$ cat src/rtl/program_loader_pkg.sv
// program_loader_pkg: shared constants and FSM state encodings for the program loader.
package program_loader_pkg;
    localparam int MEM_DEPTH = 64;
    localparam int ADDR_W    = 6;
    localparam logic [2:0] S_LEN   = 3'd0;
    localparam logic [2:0] S_HI    = 3'd1;
    localparam logic [2:0] S_LO    = 3'd2;
    localparam logic [2:0] S_WRITE = 3'd3;
    localparam logic [2:0] S_CSUM  = 3'd4;
    localparam logic [2:0] S_DONE  = 3'd5;
    localparam logic [2:0] S_ERR   = 3'd6;
endpackage

$ cat src/rtl/program_loader.sv
// program_loader: streams a length byte plus big-endian 16-bit words into program RAM,
// holding the CPU in reset until the load completes.
//   clk, reset_n (async, active-low)
//   rx_data/rx_valid/rx_ready : byte stream with valid/ready handshake
//   ram_we/ram_addr/ram_wdata : program RAM write port
//   cpu_reset_n               : released only after a successful load
//   load_done/load_error      : sticky status, cleared by reset
//   word_count                : words written so far
// Optional macro LOADER_CHECKSUM_EN adds a trailing XOR checksum byte.
module program_loader #(
    parameter int MEM_DEPTH = program_loader_pkg::MEM_DEPTH
) (
    input  logic                                clk,
    input  logic                                reset_n,
    input  logic [7:0]                          rx_data,
    input  logic                                rx_valid,
    output logic                                rx_ready,
    output logic                                ram_we,
    output logic [program_loader_pkg::ADDR_W-1:0] ram_addr,
    output logic [15:0]                         ram_wdata,
    output logic                                cpu_reset_n,
    output logic                                load_done,
    output logic                                load_error,
    output logic [6:0]                          word_count
);
    import program_loader_pkg::*;
`ifdef LOADER_CHECKSUM_EN
    localparam logic [2:0] S_FIN = S_CSUM;
    logic [7:0] csum_q, csum_d;
`else
    localparam logic [2:0] S_FIN = S_DONE;
`endif
    logic [2:0]        state_q, state_d;
    logic [7:0]        len_q, len_d;
    logic [7:0]        hi_q, hi_d;
    logic [6:0]        wc_q, wc_d;
    logic [ADDR_W-1:0] addr_q, addr_d;
    logic [15:0]       wdata_q, wdata_d;
    logic              xfer;
    // Ready is a pure state decode, gated low while reset is held.
    assign rx_ready = reset_n && (state_q == S_LEN || state_q == S_HI || state_q == S_LO
`ifdef LOADER_CHECKSUM_EN
                      || state_q == S_CSUM
`endif
                      );
    assign xfer        = rx_valid && rx_ready;
    assign ram_we      = state_q == S_WRITE;
    assign ram_addr    = addr_q;
    assign ram_wdata   = wdata_q;
    assign cpu_reset_n = state_q == S_DONE;
    assign load_done   = state_q == S_DONE;
    assign load_error  = state_q == S_ERR;
    assign word_count  = wc_q;
    always_comb begin
        state_d = state_q;
        len_d   = len_q;
        hi_d    = hi_q;
        wc_d    = wc_q;
        addr_d  = addr_q;
        wdata_d = wdata_q;
`ifdef LOADER_CHECKSUM_EN
        csum_d  = csum_q;
        if (xfer && (state_q == S_HI || state_q == S_LO))
            csum_d = csum_q ^ rx_data;
`endif
        case (state_q)
            S_LEN: if (xfer) begin
                len_d   = rx_data;
                state_d = (rx_data != 8'd0 && int'(rx_data) <= MEM_DEPTH) ? S_HI : S_ERR;
            end
            S_HI: if (xfer) begin
                hi_d    = rx_data;
                state_d = S_LO;
            end
            // Address/data are latched here so the write strobe can be a pure state decode.
            S_LO: if (xfer) begin
                wdata_d = {hi_q, rx_data};
                addr_d  = wc_q[ADDR_W-1:0];
                state_d = S_WRITE;
            end
            S_WRITE: begin
                wc_d    = wc_q + 7'd1;
                state_d = ({1'b0, wc_q} + 8'd1 < len_q) ? S_HI : S_FIN;
            end
`ifdef LOADER_CHECKSUM_EN
            S_CSUM: if (xfer) state_d = (rx_data == csum_q) ? S_DONE : S_ERR;
`endif
            default: ;
        endcase
    end
    always_ff @(posedge clk or negedge reset_n) begin
        if (!reset_n) begin
            state_q <= S_LEN;
            len_q   <= '0;
            hi_q    <= '0;
            wc_q    <= '0;
            addr_q  <= '0;
            wdata_q <= '0;
`ifdef LOADER_CHECKSUM_EN
            csum_q  <= '0;
`endif
        end else begin
            state_q <= state_d;
            len_q   <= len_d;
            hi_q    <= hi_d;
            wc_q    <= wc_d;
            addr_q  <= addr_d;
            wdata_q <= wdata_d;
`ifdef LOADER_CHECKSUM_EN
            csum_q  <= csum_d;
`endif
        end
    end
endmodule

$ cat config.mk
export PLATFORM = sky130hd
export DESIGN_NAME = program_loader
export DESIGN_NICKNAME = d
export VERILOG_FILES = /design/src/rtl/program_loader_pkg.sv /design/src/rtl/program_loader.sv
export SDC_FILE = /design/constraint.sdc
export NUM_CORES = 1
export LEC_CHECK = 0
export ABC_AREA = 1
export BUFFER_PORTS_ARGS = -buffer_cell sky130_fd_sc_hd__buf_2
export CORE_MARGIN = 5
export CORE_UTILIZATION = 59
export DETAILED_ROUTE_END_ITERATION = 10
export PLACE_DENSITY_LB_ADDON = 0.25
export SKIP_LAST_GASP = 1
export SYNTH_ARGS = -nofsm -noshare
export SYNTH_HDL_FRONTEND = slang
export SYNTH_SLANG_ARGS = --single-unit
$ cat constraint.sdc
create_clock -name clk -period 2.65 [get_ports clk]
set_input_delay 0 -clock clk [delete_from_list [all_inputs] [get_ports clk]]
set_output_delay 0 -clock clk [all_outputs]
set_load 0.05 [all_outputs]
==> impl_metrics.ini <==
[synthesis]
synth_nets = 289
yosys.area_share.simple_pct = 22.0
synth_top_area_share_pct = 49.6
synth.area.top_cells = dfrtp_1 (50%), nand2_1 (13%), o21ai_2 (10%)
synth_common_cells = nand2_1 (82), dfrtp_1 (48), inv_1 (33), o21ai_2 (29), nand3_1 (17)
synthXorXnorAreaFrac_pct = 1.81
synth_fa_ha_area_share_pct = 4.13
yosysUniqueCellTypes = 24
synth_top_area_cell = dfrtp_1
ys_seq_elements = 48
synth_top_family_by_area = simple AND/OR/NAND/NOR gates
post_synth.cell_area_avg_sq_um = 8.98
synth_compound_area_share_pct = 13.1
syn_area_sq_um = 2420
ys_seq_area_share_pct = 49.6
yosysMostFrequentCell = nand2_1
yosys_warnings = 0
synth_edf_count = 0
synthMuxAreaShare_pct = 0
dominantRegCellSynth = dfrtp_1
netlist_instances = 270
asyncSetResetFlopFracSynth_pct = 100

[finish]
diodes = 0
fin_cells = 365
nets = 333
utilization_pct = 68.9
drive_above_1_share_pct = 29.5
syn_to_final_growth_pct = 13.8
fillers = 332

[die]
initial_core_util_pct = 60.6
die_area_sq_um = 5490
num_rows = 23
ios = 45
core_sq_um = 4000
die_h_microns = 74.1
die_x_microns = 74.1

[routing]
met1_length_microns = 2130
routed_via_density = 5.06
wl_met2_microns = 2370
first_pass_iters = 5
final_antenna_net_count = 0
vias = 1847
drtIter0Drc = 102
top_layer_used = met4
wire_per_inst_microns = 13.0
dr_wl_met3_microns = 214
drc = 0
totalWireLength_microns = 4730

[placed_design]
gp_congestion = 0.851
dp_cells = 356
post-place-ws_ps = 702
portBuffers = 44
dp_hpwl_microns = 3510

[clocking]
cts-root-buf = clkbuf_8
cts.repair.resized = 0
clkSinkCount = 48
htreeDepth = 2
cts_max_path_buffers = 2
cts_inserted_buffers = 5
clkTransAtPathRegs_ps = 90
cts_tree = done
worst_skew_pair.late_latency_ps = 300

[sta]
period_needed_ps = 1980
slew_violations = 0
relSlewSlack_pct = 60.5
tns_ps = 0
worst_slack_ps = 669
worst_pin_slew_ps = 592
fmax_mhz = 505
fin_crit_sh_pct = 74.8
finClkSkew_ps = 11.3
timing.final.hold_violations = 0
holdWs_ps = 30.3
finalSetupViolCount = 0
rsz0062_at_grt = false

[power_and_ir_drop]
irDropWorstVdd_v = 0.000350
p_per_area_nw_per_um2 = 481
power_leakage_nw = 1.59

[critical_path]
rr_worst_depth = 14
cp-endpoint = state_q[2]
cp_data_arrival_time_ps = 2170
path_buf_inv = 2
cp-start-kind = flop
path_cells = ha_1 -> nand3_1 -> nor2_1 -> nand2_1 -> xor2_1 -> inv_1 -> ha_1 -> nand2_1 -> inv_1 -> nor2_1 -> o21a_1 -> nand2_1 -> nand2_1 -> nand3_1
worst_path_most_repeated_cell = nand2_1
crit_cells = 14
slowest_stage = dfrtp_1
worstPathMaxFanout = 5
critPathCaptureType = flop
r2r-end = state_q[2]
critical_path.startpoint = word_count[0]
path_delay_family = simple AND/OR/NAND/NOR gates
ff2ff_setup_slack_ps = 670
crit_required_ps = 2840
path_class = reg2reg
cp_slowest_stage_delay_ps = 420
rr_startpoint = word_count[0]

[global_route]
grt_usage_pct = 19.2
grt_max_degree = 49
antenna_found_initial = 0
grt-ovfl-total = 0
grt_pass1_wl_microns = 8160
grt_pass1_vias = 1813

[worst_hold_path]
hold_path.class = in2reg

[status]
status = complete, no violations

[job]
maxCapViolations = 0
==> repair_timing <==
item	in CTS	in global routing
setup buffers	0	0
hold buffers	1	0
hold endpoints to repair	48	0
==> cell usage in the layout, fill, tap and decap left out, drive strengths merged <==
| cell type | synthesis | layout |
|---|---|---|
| nor2 | 15 | 15 |
| nand4 | 1 | 1 |
| clkbuf | 0 | 6 |
| dfrtp | 48 | 48 |
| a21oi | 5 | 5 |
| clkinv | 1 | 2 |
| xor2 | 5 | 5 |
| o21a | 1 | 1 |
| bufinv | 0 | 1 |
| buf | 9 | 45 |
| dlygate4sd3 | 0 | 1 |
| inv | 35 | 35 |
| nand2 | 88 | 88 |
| ha | 8 | 8 |
| o21ai | 35 | 35 |
| nand3 | 17 | 17 |
| nor3 | 2 | 2 |
==> layout make-up <==
type                    instances  area [sq um]  area share [%]
clock buffers                   6          82.6            2.99
clock inverters                 2          38.8            1.41
inverters                      36           141            5.13
multi-input cells             177           993            36.0
flip-flops and latches         48          1200            43.6
well taps                      50          62.6            2.27
repair buffers                 46           238            8.62
==> per-layer routing <==
metal | vias to the layer above | track usage, %
li1 | 931 | -
met1 | 869 | 24.0
met2 | 43 | 33.5
met3 | 4 | 4.32
met4 | 0 | 5.63
met5 | - | 0
==> cell families (layout without fill, tap and decap cells) <==
group                    after synthesis  count (layout)
flip-flops                            48              48
AO/OA/AOI/OAI                         41              41
XOR/XNOR                               5               5
buffers and inverters                 45              90
AND/OR/NAND/NOR                      123             123
adder cells (fa/ha/maj)                8               8
==> worst reg2reg max path, stage by stage (launching register included) <==
cell     delay [ps]
dfrtp_1         420
ha_1            210
nand3_1         110
nor2_1          120
nand2_1          70
xor2_1          200
inv_1            70
ha_1            180
nand2_1          60
inv_1            40
nor2_1          100
o21a_1          130
nand2_1          50
nand2_1          60
nand3_1          60
==> sequential cells by signal, indices dropped and copies added (netlist names) <==
name,count
word_count,7
len_q,8
ram_addr,6
ram_wdata,16
hi_q,8
state_q,3
==> worst min path at each step <==
stage	start	to	cells after the start
2_1_floorplan	reset_n	hi_q[0]	0
3_3_place_gp	reset_n	ram_wdata[11]	2
3_5_place_dp	reset_n	ram_wdata[8]	2
4_1_cts	rx_data[1]	hi_q[1]	3
5_1_grt	rx_data[1]	hi_q[1]	3
6_report	rx_data[1]	hi_q[1]	3
==> report_power, final <==
| part | switching, mW | leakage [nW] | internal [mW] |
|---|---|---|---|
| clock network | 0.244 | 0.0614 | 0.309 |
| logic | 0.0328 | 0.871 | 0.00987 |
| registers | 0 | 0.661 | 0.732 |
==> metrics by stage <==
step / power (mW) / cell area, sq um
6_report: 1.33 / 2760
5_1_grt: 1.38 / 2760
4_1_cts: 1.34 / 2760
3_5_place_dp: 0.789 / 2630
3_3_place_gp: 0.789 / 2630
2_1_floorplan: 0.761 / 2420
Power figures use the tool's default switching activity.
